## config.mk

```make
export PLATFORM = sky130hd
export DESIGN_NAME = ram_arbiter
export DESIGN_NICKNAME = d
export VERILOG_FILES = /design/src/rtl/ram_arbiter.sv
export SDC_FILE = /design/constraint.sdc
export NUM_CORES = 1
export LEC_CHECK = 0
export CAP_MARGIN = 10
export CORE_ASPECT_RATIO = 1.2
export CORE_MARGIN = 10
export CORE_UTILIZATION = 36
export DETAILED_ROUTE_END_ITERATION = 8
export PLACE_DENSITY = 0.85
export SLEW_MARGIN = 20
export SYNTH_ARGS = -nofsm -noshare
export SYNTH_HDL_FRONTEND = slang
export SYNTH_SLANG_ARGS = --single-unit
export TNS_END_PERCENT = 50
```

## constraint.sdc

```tcl
create_clock -name clk -period 1.6 [get_ports clk]
set_clock_uncertainty 0.2 [all_clocks]
set_input_delay 0.32 -clock clk [delete_from_list [all_inputs] [get_ports clk]]
set_output_delay 0.32 -clock clk [all_outputs]
set_load 0.02 [all_outputs]
```

## src/rtl/ram_arbiter.sv

```systemverilog
// Round-robin arbiter that lets a CPU and a program loader share one synchronous RAM port.
// Each granted access runs IDLE -> GRANT -> ACCESS -> RESP, with all outputs registered.
module ram_arbiter #(
    parameter int ADDR_W = 8,
    parameter int DATA_W = 8
) (
    input  logic              clk,
    input  logic              rst,
    input  logic              cpu_req,
    input  logic              cpu_we,
    input  logic [ADDR_W-1:0] cpu_addr,
    input  logic [DATA_W-1:0] cpu_wdata,
    output logic              cpu_ack,
    input  logic              ldr_req,
    input  logic              ldr_we,
    input  logic [ADDR_W-1:0] ldr_addr,
    input  logic [DATA_W-1:0] ldr_wdata,
    output logic              ldr_ack,
    output logic [DATA_W-1:0] rdata,
    output logic [ADDR_W-1:0] ram_addr,
    output logic [DATA_W-1:0] ram_wdata,
    output logic              ram_we,
    input  logic [DATA_W-1:0] ram_rdata,
    output logic              busy,
    output logic              owner
);

    // state  | meaning
    // IDLE   | no transaction, arbitrate pending requests
    // GRANT  | latched address/data on the RAM, write strobe for writes
    // ACCESS | RAM read data arriving, captured into rdata on exit
    // RESP   | one-cycle ack to the owner
    typedef enum logic [1:0] {IDLE, GRANT, ACCESS, RESP} state_t;

    state_t state;
    logic   last_served;
    logic   lat_we;
    logic   pick_ldr;

    // The loader wins when it is alone, or on a tie when the CPU was served last.
    always_comb begin
        pick_ldr = ldr_req && (!cpu_req || !last_served);
    end

    always_ff @(posedge clk or negedge rst) begin
        if (!rst) begin
            state       <= IDLE;
            cpu_ack     <= 1'b0;
            ldr_ack     <= 1'b0;
            ram_we      <= 1'b0;
            busy        <= 1'b0;
            owner       <= 1'b0;
            rdata       <= '0;
            ram_addr    <= '0;
            ram_wdata   <= '0;
            last_served <= 1'b1;
            lat_we      <= 1'b0;
        end else begin
            cpu_ack <= 1'b0;
            ldr_ack <= 1'b0;
            ram_we  <= 1'b0;
            case (state)
                IDLE: begin
                    if (cpu_req || ldr_req) begin
                        state       <= GRANT;
                        busy        <= 1'b1;
                        owner       <= pick_ldr;
                        last_served <= pick_ldr;
                        ram_addr    <= pick_ldr ? ldr_addr : cpu_addr;
                        ram_wdata   <= pick_ldr ? ldr_wdata : cpu_wdata;
                        ram_we      <= pick_ldr ? ldr_we : cpu_we;
                        lat_we      <= pick_ldr ? ldr_we : cpu_we;
                    end
                end
                GRANT: begin
                    state <= ACCESS;
                end
                ACCESS: begin
                    state <= RESP;
                    if (!lat_we) begin
                        rdata <= ram_rdata;
                    end
                    cpu_ack <= !owner;
                    ldr_ack <= owner;
                end
                RESP: begin
                    state <= IDLE;
                    busy  <= 1'b0;
                end
                default: begin
                    state <= IDLE;
                    busy  <= 1'b0;
                end
            endcase
        end
    end

endmodule

```

==> results of run 1 <==
## per-layer routing
| metal | vias up | GRT usage |
|---|---|---|
| met5 | - | 0 |
| met4 | 0 | 0.03144 |
| met3 | 6 | 0.05720 |
| met2 | 50 | 0.2057 |
| met1 | 629 | 0.1401 |
| li1 | 663 | - |
## cell type report
type	instances	area share
timing repair buffer	94	0.3547
sequential	33	0.3229
multi-input combinational	97	0.2609
clock buffer	6	0.02833
tap	54	0.02638
clock inverter	2	0.003908
inverter	2	0.002931
## cells by family after synthesis
| group | count (synthesis) | synth area share |
|---|---|---|
| AO/OA/AOI/OAI | 43 | 0.1956 |
| adder cells (fa/ha/maj) | 3 | 0.02465 |
| buffers and inverters | 11 | 0.05012 |
| flip-flops | 33 | 0.5431 |
| multiplexers | 9 | 0.07395 |
| AND/OR/NAND/NOR | 42 | 0.1126 |
## path summary, 6_finish.rpt
path                          start           to  slack, ns  depth (start not counted)
min reg2reg                rdata[2]     rdata[2]       0.30                          1
min                             rst     rdata[5]       0.19                          2
min in group clk           rdata[2]     rdata[2]       0.30                          1
max in group asynchronous       rst  last_served       0.76                          2
max reg2reg                state[0]         busy     -0.004                          6
max                        state[0]         busy     -0.004                          6
## worst max-delay path: cells and delay by family (launching register included)
family,cells,cell delay [ns]
adders and majority gates,1,0.18
AOI/OAI and AO/OA,1,0.09
buffers and inverters,2,0.18
and+or+nand+nor,2,0.48
DFF,1,0.39
## cell usage after synthesis
cell       number  area [µm²]
a21bo_2         1       10.01
a21boi_4        1       18.77
a21oi_1        24       120.1
a21oi_2        11       96.34
a22o_1          1       8.760
a31oi_1         1       6.260
and2_1          1       6.260
buf_2           4       20.02
buf_4           2       15.01
buf_6           3       33.78
dfrtp_1        32       800.8
dfstp_2         1       26.28
ha_1            3       37.54
inv_1           2       7.510
mux2_2          8       90.09
mux2i_4         1       22.52
nand2_1        18       67.56
nor2_1         19       71.32
nor2b_1         2       12.51
nor3_1          1       5.000
o21a_1          1       7.510
o21ai_0         1       5.000
o21ai_4         1       16.27
o2bb2ai_1       1       8.760
or3b_2          1       8.760
## power groups by stage
stage | clock network (mW) | logic, mW | registers [mW]
after detailed placement | 0 | 2.74 | 1.51
after global routing | 0.670 | 2.84 | 1.55
after global placement | 0 | 2.69 | 1.48
final | 0.593 | 2.63 | 1.48
after floorplan | 0 | 0.990 | 1.93
after CTS | 0.618 | 2.50 | 1.48
## through the flow
stage                     setup WS (ns)  hold slack, ns  instance area [µm²]  setup TNS (ns)  instances
final                         -0.004464          0.1910                 2561       -0.004464        288
after global placement          -0.1932          0.2894                 2450          -3.277        278
after CTS                      -0.03534          0.1825                 2499         -0.1832        286
after detailed placement        -0.2125          0.2941                 2450          -3.480        278
after floorplan                 0.01371         -0.1756                 1531               0        141
after global routing           -0.04469          0.1973                 2561         -0.3227        288
## placed cells by master, fill, tap and decap left out, types with 2 or more instances in the layout
| master | count |
|---|---|
| nor2_1 | 19 |
| buf_12 | 4 |
| buf_4 | 15 |
| mux2_2 | 4 |
| clkbuf_8 | 5 |
| a21oi_2 | 11 |
| mux2_4 | 4 |
| clkinv_2 | 2 |
| a21oi_1 | 24 |
| dfrtp_1 | 32 |
| clkdlybuf4s50_1 | 45 |
| dlygate4sd2_1 | 29 |
| nand2_1 | 17 |
## repair_timing
action,4_1_cts,5_1_grt
buffers inserted,0,2
gates resized for setup,30,13
pin swaps,0,2
setup endpoints to repair,56,23
## registers in the layout (all words and copies together) (netlist names)
signal	cells
cpu_ack	1
ldr_ack	1
last_served	1
ram_wdata	8
state	2
ram_addr	8
rdata	8
busy	1
lat_we	1
owner	1
ram_we	1
==> flow_summary.ini, run 1 <==
[outcome]
status = finished with violations
violations = setup timing

[floorplanning]
die_area_um2 = 7242
fp.dieW_um = 79.37
die_h_um = 91.25
core_um2 = 4004
start_util = 0.3803
ioPinCount = 75
rows = 25

[critical_path]
path_max_fanout = 6
cp-start-kind = flop
worstPathRequired_ns = 1.60
max_stage_delay_ns = 0.41
worstPathArrival_ns = 1.61
crit_type = flop to flop
cp_slowest_cell = or3b_4
crit_chain = inv_2, buf_4, ha_4, or3b_4, nand2_2, o2bb2ai_2
cp-end-kind = flop

[timing]
slew_viol_final = 0
rsz0062_at_grt = true
clock.fmax_mhz = 623.3
finalHoldViolations = 0
final.min_clock_period_ns = 1.604
finalSetupViolCount = 1
fin_crit_sh = 1.003
worst_slack_ns = -0.004464
tightestPinTransition_ns = 0.2474
slew_headroom = 0.8351

[pwr]
internal_power_mw = 2.841
power_density_nw_per_um2 = 1839
clock_power_share = 0.126
switching_share = 0.3967
pwr-share-seq = 0.315
power_leakage_nw = 1.138
p_switching_mw = 1.868
share_comb_of_total_power = 0.559
fin_total_pwr_mw = 4.709
ir_drop_mv = 0.7634

[yosys]
yosys.cell_types.count = 25
avgSynthCellArea_um2 = 10.80
ys_seq_elements = 33
synth_warnings = 0
syn-num-nets = 190
syn_inst = 141
syn_area_um2 = 1523
ys_seq_area_frac = 0.5431

[routing]
drt_first_pass_iters = 4
routed_wl_mm = 4.563
wl_per_cell_um = 15.84
dr.first_iter.drc_count = 58
dr_wl_met2_mm = 2.271
routed_via_density = 4.681
top_layer_used = met4
ant_nets = 0
met3WireLength_um = 364
wl_met1_mm = 1.875
drc = 0
vias = 1348

[clocking]
clk_path_buf_depth = 2
cts_tree = yes
htreeDepth = 2
clock_sinks = 33
cts_buffers = 5
postCtsHoldBufs = 0
clk_transition_reported_paths_ns = 0.07
clk_root_buffer_cell = clkbuf_8
clk_latency_ns = 0.28

[cells_and_area]
final_core_util = 0.6397
regArea_um2 = 827.0
drive_above_1_share = 0.2479
n_fill_cell = 334
area_growth_pct = 68.20
final_nets = 282
antenna_cells = 0
multi_input_area_um2 = 668.1

[placement]
gp_congestion = 0.7356
portBuffers = 74
dp_hpwl_mm = 3.688

[grt]
grtUsageTotal = 0.1241
grt_pass1_vias = 1398
antenna_found_initial = 0
grt_pass1_wl_mm = 7.141
grt_max_degree = 20
grt-ovfl-total = 0

[flow_run]
drv_cap = 0

[min_path]
hp-class = input pin to asynchronous set/reset pin
(Power assumes the default switching activity.)
==> inputs of run 2 (changes only) <==
--- a/config.mk
+++ b/config.mk
@@ -10,6 +10,7 @@
 export CORE_MARGIN = 10
 export CORE_UTILIZATION = 36
 export DETAILED_ROUTE_END_ITERATION = 8
+export HOLD_SLACK_MARGIN = 0.08
 export PLACE_DENSITY = 0.85
 export SLEW_MARGIN = 20
 export SYNTH_ARGS = -nofsm -noshare
==> results of run 2 <==
No change in the layout: final DEF, timing and power equal those of run 1.
